File: config.mk
export PLATFORM = sky130hd
export DESIGN_NAME = mmu_tlb_translate
export DESIGN_NICKNAME = d
export VERILOG_FILES = /design/src/rtl/mmu_tlb_translate.sv
export SDC_FILE = /design/constraint.sdc
export NUM_CORES = 1
export LEC_CHECK = 0
export ABC_AREA = 1
export CORE_MARGIN = 2
export CORE_UTILIZATION = 25
export CTS_CLUSTER_DIAMETER = 80
export DETAILED_ROUTE_END_ITERATION = 8
export GPL_TIMING_DRIVEN = 1
export PLACE_DENSITY_LB_ADDON = 0.08
export SLEW_MARGIN = 20
export SYNTH_ARGS = -nofsm -noshare
export SYNTH_HDL_FRONTEND = slang
export SYNTH_SLANG_ARGS = --single-unit
export TNS_END_PERCENT = 30
File: constraint.sdc
create_clock -name clk -period 3.9 [get_ports clk]
set_input_delay 0.78 -clock clk [delete_from_list [all_inputs] [get_ports clk]]
set_output_delay 0.78 -clock clk [all_outputs]
set_load 0.005 [all_outputs]
File: src/rtl/mmu_tlb_translate.sv
// Page-granular address translation engine.
// A software-loaded, fully-associative table is shared read-only by two
// independent translation channels (read and write).

// One translation channel: IDLE -> LOOKUP -> RESP -> IDLE.
module mmu_tlb_chan #(
  parameter  int unsigned ADDR_W     = 32,
  parameter  int unsigned PAGE_SHIFT = 20,
  parameter  int unsigned ENTRIES    = 8,
  localparam int unsigned VPN_W      = ADDR_W - PAGE_SHIFT
) (
  input  logic                          clk_i,
  input  logic                          rst_ni,
  input  logic                          start_i,
  input  logic [ADDR_W-1:0]             vaddr_i,
  input  logic [7:0]                    len_i,
  input  logic [2:0]                    size_i,
  input  logic [ENTRIES-1:0]            valid_i,
  input  logic [ENTRIES-1:0]            perm_i,
  input  logic [ENTRIES-1:0][VPN_W-1:0] vpn_i,
  input  logic [ENTRIES-1:0][VPN_W-1:0] ppn_i,
  output logic [ADDR_W-1:0]             paddr_o,
  output logic                          done_o,
  output logic                          drop_o,
  output logic [15:0]                   miss_cnt_o
);

  typedef enum logic [1:0] {IDLE, LOOKUP, RESP} state_e;

  localparam logic [ADDR_W:0] ONE = {{ADDR_W{1'b0}}, 1'b1};

  state_e              state_q, state_d;
  logic [ADDR_W-1:0]   vaddr_q;
  logic [7:0]          len_q;
  logic [2:0]          size_q;
  logic                hit_q, hit_d;
  logic                perm_q, perm_d;
  logic                cross_q, cross_d;
  logic [VPN_W-1:0]    ppn_q, ppn_d;
  logic [ADDR_W:0]     span;
  logic [ADDR_W-1:0]   paddr_q, paddr_d;
  logic                done_q, done_d;
  logic                drop_q, drop_d;
  logic [15:0]         cnt_q, cnt_d;

  // State register.
  always_ff @(posedge clk_i or negedge rst_ni) begin
    if (!rst_ni) state_q <= IDLE;
    else         state_q <= state_d;
  end

  // Next-state logic; start is only honoured in IDLE.
  always_comb begin
    state_d = state_q;
    unique case (state_q)
      IDLE:    if (start_i) state_d = LOOKUP;
      LOOKUP:  state_d = RESP;
      RESP:    state_d = IDLE;
      default: state_d = IDLE;
    endcase
  end

  // Request capture in IDLE and lookup-result registration in LOOKUP.
  always_ff @(posedge clk_i or negedge rst_ni) begin
    if (!rst_ni) begin
      vaddr_q <= '0;
      len_q   <= '0;
      size_q  <= '0;
      hit_q   <= 1'b0;
      perm_q  <= 1'b0;
      cross_q <= 1'b0;
      ppn_q   <= '0;
    end else begin
      if (state_q == IDLE && start_i) begin
        vaddr_q <= vaddr_i;
        len_q   <= len_i;
        size_q  <= size_i;
      end
      if (state_q == LOOKUP) begin
        hit_q   <= hit_d;
        perm_q  <= perm_d;
        cross_q <= cross_d;
        ppn_q   <= ppn_d;
      end
    end
  end

  // Parallel compare; scanning from the top down lets the lowest index win.
  always_comb begin
    hit_d  = 1'b0;
    perm_d = 1'b0;
    ppn_d  = '0;
    for (int unsigned i = ENTRIES; i > 0; i--) begin
      if (valid_i[i-1] && vpn_i[i-1] == vaddr_q[ADDR_W-1:PAGE_SHIFT]) begin
        hit_d  = 1'b1;
        perm_d = perm_i[i-1];
        ppn_d  = ppn_i[i-1];
      end
    end
    span    = ({{(ADDR_W-7){1'b0}}, len_q} + ONE) << size_q;
    // Extra top bit of the end address flags wrap past the address space.
    cross_d = (({1'b0, vaddr_q} + span - ONE) >> PAGE_SHIFT) !=
              {{PAGE_SHIFT{1'b0}}, 1'b0, vaddr_q[ADDR_W-1:PAGE_SHIFT]};
  end

  // Output logic: response formation and saturating miss count in RESP.
  always_comb begin
    done_d  = 1'b0;
    drop_d  = 1'b0;
    paddr_d = paddr_q;
    cnt_d   = cnt_q;
    if (state_q == RESP) begin
      done_d = 1'b1;
      if (hit_q && perm_q && !cross_q) begin
        paddr_d = {ppn_q, vaddr_q[PAGE_SHIFT-1:0]};
      end else begin
        drop_d  = 1'b1;
        paddr_d = '0;
        if (cnt_q != '1) cnt_d = cnt_q + 16'd1;
      end
    end
  end

  // Output registers.
  always_ff @(posedge clk_i or negedge rst_ni) begin
    if (!rst_ni) begin
      paddr_q <= '0;
      done_q  <= 1'b0;
      drop_q  <= 1'b0;
      cnt_q   <= '0;
    end else begin
      paddr_q <= paddr_d;
      done_q  <= done_d;
      drop_q  <= drop_d;
      cnt_q   <= cnt_d;
    end
  end

  assign paddr_o    = paddr_q;
  assign done_o     = done_q;
  assign drop_o     = drop_q;
  assign miss_cnt_o = cnt_q;

endmodule

module mmu_tlb_translate #(
  parameter  int unsigned ADDR_W     = 32,
  parameter  int unsigned PAGE_SHIFT = 20,
  parameter  int unsigned ENTRIES    = 8,
  localparam int unsigned IDX_W      = $clog2(ENTRIES),
  localparam int unsigned VPN_W      = ADDR_W - PAGE_SHIFT
) (
  input  logic              clk,
  input  logic              reset_,
  input  logic              rstart,
  input  logic [ADDR_W-1:0] v_raddr,
  input  logic [7:0]        r_len,
  input  logic [2:0]        r_size,
  output logic [ADDR_W-1:0] p_raddr,
  output logic              t_rdone,
  output logic              r_drop,
  input  logic              wstart,
  input  logic [ADDR_W-1:0] v_waddr,
  input  logic [7:0]        w_len,
  input  logic [2:0]        w_size,
  output logic [ADDR_W-1:0] p_waddr,
  output logic              t_wdone,
  output logic              w_drop,
  input  logic              cfg_we,
  input  logic [IDX_W-1:0]  cfg_idx,
  input  logic [VPN_W-1:0]  cfg_vpn,
  input  logic [VPN_W-1:0]  cfg_ppn,
  input  logic              cfg_valid,
  input  logic              cfg_rperm,
  input  logic              cfg_wperm,
  output logic [15:0]       rd_miss_cnt,
  output logic [15:0]       wr_miss_cnt
);

  logic [ENTRIES-1:0]            valid_q, rperm_q, wperm_q;
  logic [ENTRIES-1:0][VPN_W-1:0] vpn_q, ppn_q;

  // Translation table; a write is seen by lookups from the next cycle.
  always_ff @(posedge clk or negedge reset_) begin
    if (!reset_) begin
      valid_q <= '0;
      rperm_q <= '0;
      wperm_q <= '0;
      vpn_q   <= '0;
      ppn_q   <= '0;
    end else if (cfg_we) begin
      valid_q[cfg_idx] <= cfg_valid;
      rperm_q[cfg_idx] <= cfg_rperm;
      wperm_q[cfg_idx] <= cfg_wperm;
      vpn_q[cfg_idx]   <= cfg_vpn;
      ppn_q[cfg_idx]   <= cfg_ppn;
    end
  end

  mmu_tlb_chan #(.ADDR_W(ADDR_W), .PAGE_SHIFT(PAGE_SHIFT), .ENTRIES(ENTRIES)) u_rd (
    .clk_i      (clk),
    .rst_ni     (reset_),
    .start_i    (rstart),
    .vaddr_i    (v_raddr),
    .len_i      (r_len),
    .size_i     (r_size),
    .valid_i    (valid_q),
    .perm_i     (rperm_q),
    .vpn_i      (vpn_q),
    .ppn_i      (ppn_q),
    .paddr_o    (p_raddr),
    .done_o     (t_rdone),
    .drop_o     (r_drop),
    .miss_cnt_o (rd_miss_cnt)
  );

  mmu_tlb_chan #(.ADDR_W(ADDR_W), .PAGE_SHIFT(PAGE_SHIFT), .ENTRIES(ENTRIES)) u_wr (
    .clk_i      (clk),
    .rst_ni     (reset_),
    .start_i    (wstart),
    .vaddr_i    (v_waddr),
    .len_i      (w_len),
    .size_i     (w_size),
    .valid_i    (valid_q),
    .perm_i     (wperm_q),
    .vpn_i      (vpn_q),
    .ppn_i      (ppn_q),
    .paddr_o    (p_waddr),
    .done_o     (t_wdone),
    .drop_o     (w_drop),
    .miss_cnt_o (wr_miss_cnt)
  );

endmodule

**Word-level counts from Yosys, hierarchy flattened**

Cells that the tools add are included.

- Shifts and indexed selects: 2
- Bitwise gates (word level): 2
- Order comparisons: 2
- $add $sub $neg: 8
- Reduce and logical (&&, ||, !) cells: 29
- Eq/ne operators: 26
- Muxes and demuxes: 69

Operators with widths:

| kind | count |
|---|---|
| $mux W12 | 17 |
| $bwmux W96 | 2 |
| $eq A12 B12 Y1 | 16 |
| $add A32 B33 Y33 | 2 |
| $shl A33 B3 Y33 | 2 |
| $sub A33 B1 Y33 const B | 2 |
| $mux W32 | 2 |
| $mux W1 | 39 |
| $demux W12 S3 | 1 |
| $add A16 B1 Y16 const B | 2 |
| $ne A16 B16 Y1 const B | 2 |
| $ne A13 B12 Y1 | 2 |
| $bwmux W8 | 3 |
| $logic_and A1 B1 Y1 | 23 |
| $add A8 B1 Y9 const B | 2 |
| $pmux W2 S2 | 2 |
| $reduce_and A3 Y1 | 2 |
| $eq A2 B1 Y1 const B | 2 |
| $eq A2 B2 Y1 const B | 2 |
| $logic_not A2 Y1 | 2 |
| $lt A3 B4 Y1 const B | 1 |
| $mux W2 | 2 |
| $ne A2 B2 Y1 const B | 2 |
| $demux W1 S3 | 1 |
| other kinds (3) | 5 |

- Logic and storage cells: 181
- Output and inout port bits: 100
- Register bits after elaboration: 436
- Bits of input ports: 121

**Depth between registers and ports, before layout**

- Word-level depth: 10
- Depth in mapped cells: 30
- Gate-level depth less buffers: 30

**Hierarchy**

A second synthesis with hierarchy kept.

- Cell total of the unflattened synthesis: 4249
- Area, all modules: 28984.0 µm²

Modules (own cells, without submodules):

| module | seq. area each (µm²) | cells each | area each (µm²) | instances |
|---|---|---|---|---|
| mmu_tlb_chan at u_wr | 2752.6 | 1737 | 10706.5 | 1 |
| mmu_tlb_chan at u_rd | 2752.6 | 1546 | 9810.7 | 1 |
| mmu_tlb_translate | 5405.2 | 966 | 8466.9 | 1 |

**Worst setup path after synthesis**

Ideal clock, no wire load.

- Path type: flip-flop to flip-flop
- Start: register u_wr.len_q[0]
- End: register u_wr.cross_q
- Arrival: 3.321 ns
- Period minus slack after synthesis: 3.440 ns
- Setup time: 0.118 ns
- Path slack: 0.460 ns
- Data required time: 3.782 ns
- Buffers on the path: 0
- Cell stages (with the launch flop): 24
- Cells stage by stage: dfrtp_1 > nand3_1 > nand3b_1 > nand3b_1 > xor2_1 > o21ai_0 > mux2i_1 > or2_2 > ha_1 > inv_1 > ha_1 > nand2_1 > nor2_1 > inv_1 > nor4_1 > o21ai_0 > nand2_1 > nand2_1 > a21oi_1 > nand2_1 > nor2_1 > nand2_1 > nand2_1 > nand2_1

- Longest elaborated chain between the ends: 5

Ends and longest elaborated chain:

| what | line | text |
|---|---|---|
| start, declared | 34 | `logic [7:0] len_q;` |
| start signal, assigned | 76 | `len_q <= len_i;` |
| $add A8 B1 Y9 | 100 | `span = ({{(ADDR_W-7){1'b0}}, len_q} + ONE) << size_q;` |
| $shl A33 B3 Y33 | 100 |  |
| $add A32 B33 Y33 | 102 | `cross_d = (({1'b0, vaddr_q} + span - ONE) >> PAGE_SHIFT) !=` |
| $sub A33 B1 Y33 | 102 |  |
| $ne A13 B12 Y1 | 102 |  |
| end signal, assigned | 82 | `cross_q <= cross_d;` |
| end, declared | 38 | `logic cross_q, cross_d;` |

Every way passes these cells.
A chain may end at the register's enable or synchronous reset.

**Final worst setup path**

- Start: register u_wr.len_q[2]
- End: register u_wr.cross_q

The elaborated chain is that of the path after synthesis.

==> impl_summary.txt <==
----------------------------------------------------
[Route]
  Final wirelength ... slightly above 100,000 um
  DRT antenna net count ... 0
  Residual DRC ... 0
  Vias/cell ... 4.579
  Initial DRT Pass Iterations ... 5
  Total vias in the final route ... 23,930
  Number of design-rule violations left by the first detailed-router iteration ... 1,571
  Detailed-route wire length per cell ... 19.34 um

[Clock tree]
  Longest Clk Path Bufs ... 3
  Clock tree from TritonCTS ... yes
  Clock edge transition at the registers on the reported setup and hold paths ... 0.06 ns
  Deepest level of the CTS H-tree ... 2
  Clk Latency, worst-skew pair ... 0.66 ns
  Num CTS Buffers ... a little under 60
  Clock sink count ... 436
  CTS Hold Bufs ... 0
  Clock tree root buffer cell ... sky130_fd_sc_hd__clkbuf_16

[Worst setup path]
  Sort of element at the end of the critical path ... register
  Worst Setup Start Kind ... register
  Longest individual stage delay on the worst path ... roughly 0.43 ns
  Worst-path maximum fanout ... 4
  Setup Crit Path Kind ... register to register
  Arrival time at the worst endpoint ... 4.23 ns
  Highest-delay cell along the critical path ... sky130_fd_sc_hd__dfrtp_1
  Critical path data required time ... roughly 4.4 ns
  Crit path top cell by count ... sky130_fd_sc_hd__nand2_1

[Pwr]
  Power, Total ... 21.20 mW
  Worst voltage drop across the vdd grid ... 0.3457 mV
  Internal power contribution ... 12.44 mW
  Sequential power share ... 0.286
  Sw Ratio ... 0.4131
  Leakage component of the power ... 15.66 nW
  Net switching power ... 8.757 mW
  Power Density ... 633.0 nW/um2
  Proportion of power drawn by the clock network ... 0.274
  Fraction of power consumed by combinational cells ... 0.440

[Logic synthesis]
  Flip-flop and latch count after synthesis ... 436
  Syn avg cell area ... 7.426 um2
  Async set-or-reset flop fraction in the synthesized netlist ... 1.000
  Number of synthesis warnings ... 0
  Netlist cell types ... 59
  Main area contributors after synthesis ... sky130_fd_sc_hd__dfrtp_1 42%, sky130_fd_sc_hd__nand2_1 15%, sky130_fd_sc_hd__o21ai_0 8.2%
  Number of standard cells after synthesis ... 3,536
  Post-Syn Area ... 26,260 um2
  Biggest area consumer among synthesized cells ... sky130_fd_sc_hd__dfrtp_1
  Most instantiated library cell after synthesis ... sky130_fd_sc_hd__nand2_1
  Primary FF master, synth ... sky130_fd_sc_hd__dfrtp_1
  Number of nets produced by synthesis ... 3,751
  Number of synthesized flops with an enable pin ... 0
  Proportion of netlist area held by the largest area contributor ... 0.4155
  Sequential element share of the synthesized area ... 0.4155
  Top cells by instance count after synthesis ... 1,047 x sky130_fd_sc_hd__nand2_1, 436 x sky130_fd_sc_hd__dfrtp_1, 432 x sky130_fd_sc_hd__o21ai_0, 397 x sky130_fd_sc_hd__inv_1, 186 x sky130_fd_sc_hd__nor2_1

[Die]
  Site Rows ... 118
  Die area ... 107,600 um2
  Initial core utilization ... 0.2530
  IO Pins ... 221
  Area of the placeable core ... 103,800 um2
  Die width ... 328.1 um
  Die height ... 328.1 um

[Cells and area]
  Net count, final ... 4,014
  Layout Cells excl Fill ... 5,225
  Layout overhead on the synthesized area ... 27.54%
  Share of layout cells above drive strength 1 ... 0.1215

[Placed design]
  Total half-perimeter wirelength after legalization and detailed placement ... 74,850 um
  Global placer's final weighted congestion ... 0.8475
  Worst Setup Slack post-DPL ... -0.1127 ns
  Port bufs ... 220
  Placed Instances ... about 5,100

[Timing]
  Clock period minus final worst setup slack ... 3.692 ns
  Setup Skew ... 0.03826 ns
  Max-slew violation count ... 0
  Final Hold Vio Count ... 0
  Highest attainable clock frequency ... 0.2709 GHz
  Transition time of the tightest slew-check pin ... 1.043 ns
  # setup viols final ... 0
  Setup WS post-layout ... 0.2081 ns
  Setup_tns ... 0 ns
  Setup repair after global routing missed its margin ... yes
  Relative max-transition margin ... 0.3040
  Share of the clock period used by the worst path after layout ... 0.9466

[GRT]
  Global-route wire length before repair ... ~150,000 um
  Number of global-route vias before repair ... 24,030
  GR Util All Layers ... 0.1871
  Aggregate global routing overflow ... 0
  Largest net degree at the start of global routing ... 76
  Number of antenna violations at the first check in global routing ... 2

[Hold path]
  Worst hold-check path type ... input port to asynchronous set/reset pin

[Status]
  Run status ... finished clean

[Run]
  Max-cap violation count ... 0

----------------------------------------------------
metal layers:
layer  GRT usage  wire, um  vias to the layer above
met5           0        12                        -
met4     0.03640      1742                        2
met3     0.03080      4792                      108
met2      0.2989     45280                      471
met1      0.2658     49210                    11340
li1            -         -                    12010
kinds of logic after synthesis:
kind of cell	share of synthesized area
adders and majority gates	0.04479
DFF	0.4155
and+or+nand+nor	0.2401
buffers and inverters	0.08848
AOI/OAI and AO/OA	0.1577
muxes	0.003431
xor gates and xnor gates	0.05003
area by class of cell:
class                           instances  area (um2)
Antenna cell                            1       2.502
Multi-Input combinational cell       2537       13890
Fill cell                           11170       70300
Clock buffer                           79        1682
Clock inverter                         26       379.1
Inverter                              422        1594
Sequential cell                       436       10910
Tap cell                             1380        1727
Timing Repair Buffer                  344        3304
power groups by stage:
stage / Clock, mW / Combinational, mW / Sequential [mW]
2_1_floorplan: 0 / 5.49 / 5.77
3_3_place_gp: 0 / 8.10 / 6.13
3_5_place_dp: 0 / 8.06 / 6.13
4_1_cts: 5.98 / 8.12 / 6.05
5_1_grt: 6.17 / 10.5 / 6.17
6_report: 5.81 / 9.32 / 6.07
metrics by stage:
stage | util | cell area [um2] | hold slack [ns]
finish | 0.3227 | 33490 | 0.1437
global placement | 0.2942 | 30530 | 0.4631
global route | 0.3226 | 33490 | 0.1606
floorplan | - | 26260 | 0.4479
detailed placement | 0.2942 | 30530 | 0.4665
CTS | 0.3142 | 32610 | 0.1371
placed cells by master, fill, tap and decap left out, types with 10 or more instances in the layout:
cell type,netlist,final
sky130_fd_sc_hd__a21oi_1,170,144
sky130_fd_sc_hd__a21oi_2,2,24
sky130_fd_sc_hd__buf_12,0,13
sky130_fd_sc_hd__buf_4,22,110
sky130_fd_sc_hd__clkbuf_16,0,59
sky130_fd_sc_hd__clkbuf_8,0,13
sky130_fd_sc_hd__clkdlybuf4s50_1,0,219
sky130_fd_sc_hd__dfrtp_1,436,436
sky130_fd_sc_hd__ha_1,94,73
sky130_fd_sc_hd__ha_4,0,19
sky130_fd_sc_hd__inv_1,397,389
sky130_fd_sc_hd__inv_2,18,26
sky130_fd_sc_hd__nand2_1,1047,1001
sky130_fd_sc_hd__nand2_2,6,40
sky130_fd_sc_hd__nand2_4,3,15
sky130_fd_sc_hd__nand3_1,165,159
sky130_fd_sc_hd__nand3b_1,14,14
sky130_fd_sc_hd__nand4_1,21,21
sky130_fd_sc_hd__nor2_1,186,159
sky130_fd_sc_hd__nor2_2,9,26
sky130_fd_sc_hd__nor2_4,2,12
sky130_fd_sc_hd__nor3_1,26,23
sky130_fd_sc_hd__o2111ai_1,10,10
sky130_fd_sc_hd__o21ai_0,432,403
sky130_fd_sc_hd__o21ai_1,32,43
sky130_fd_sc_hd__o21ai_2,8,26
sky130_fd_sc_hd__o22ai_1,38,38
sky130_fd_sc_hd__o31ai_1,16,16
sky130_fd_sc_hd__xnor2_1,85,85
sky130_fd_sc_hd__xor2_1,65,61
flip-flops by register name, indices dropped and copies added (netlist names), 3 cells and up:
register / cells
u_wr.ppn_q: 12
u_wr.size_q: 3
u_rd.paddr_o: 32
u_rd.len_q: 8
u_rd.vaddr_q: 32
valid_q: 8
u_wr.vaddr_q: 32
u_wr.miss_cnt_o: 16
vpn_q: 96
u_wr.paddr_o: 32
u_wr.len_q: 8
ppn_q: 96
rperm_q: 8
u_rd.ppn_q: 12
u_rd.size_q: 3
u_rd.miss_cnt_o: 16
wperm_q: 8
worst paths after layout:
kind,cells past startpoint,startpoint,slack (ns),end
worst max-delay path,26,u_wr.len_q[2],0.21,u_wr.cross_q
worst min-delay path,1,reset_,0.14,u_rd.miss_cnt_o[7]
worst max register to register,26,u_wr.len_q[2],0.21,u_wr.cross_q
worst min register to register,2,u_rd.paddr_o[11],0.48,u_rd.paddr_o[11]
max in group asynchronous,3,reset_,2.76,u_wr.paddr_o[24]
min in group clk,2,u_rd.paddr_o[11],0.48,u_rd.paddr_o[11]
what timing repair did:
action / 4_1_cts / 5_1_grt
resized for setup: 6 / 214
gates cloned: 0 / 0
pin swaps: 0 / 70
buffers inserted: 0 / 7
endpoints found under the setup margin: 2 / 2
critical path: cells and delay by family (launching register included):
| kind | cells | cell delay (ns) |
|---|---|---|
| simple gates | 17 | 1.70 |
| fa+ha+maj | 2 | 0.53 |
| flops | 1 | 0.43 |
| mux | 2 | 0.34 |
| compound gates | 3 | 0.30 |
| xor+xnor | 1 | 0.21 |
| buf+inv | 1 | 0.07 |
Power figures use the tool's default switching activity.
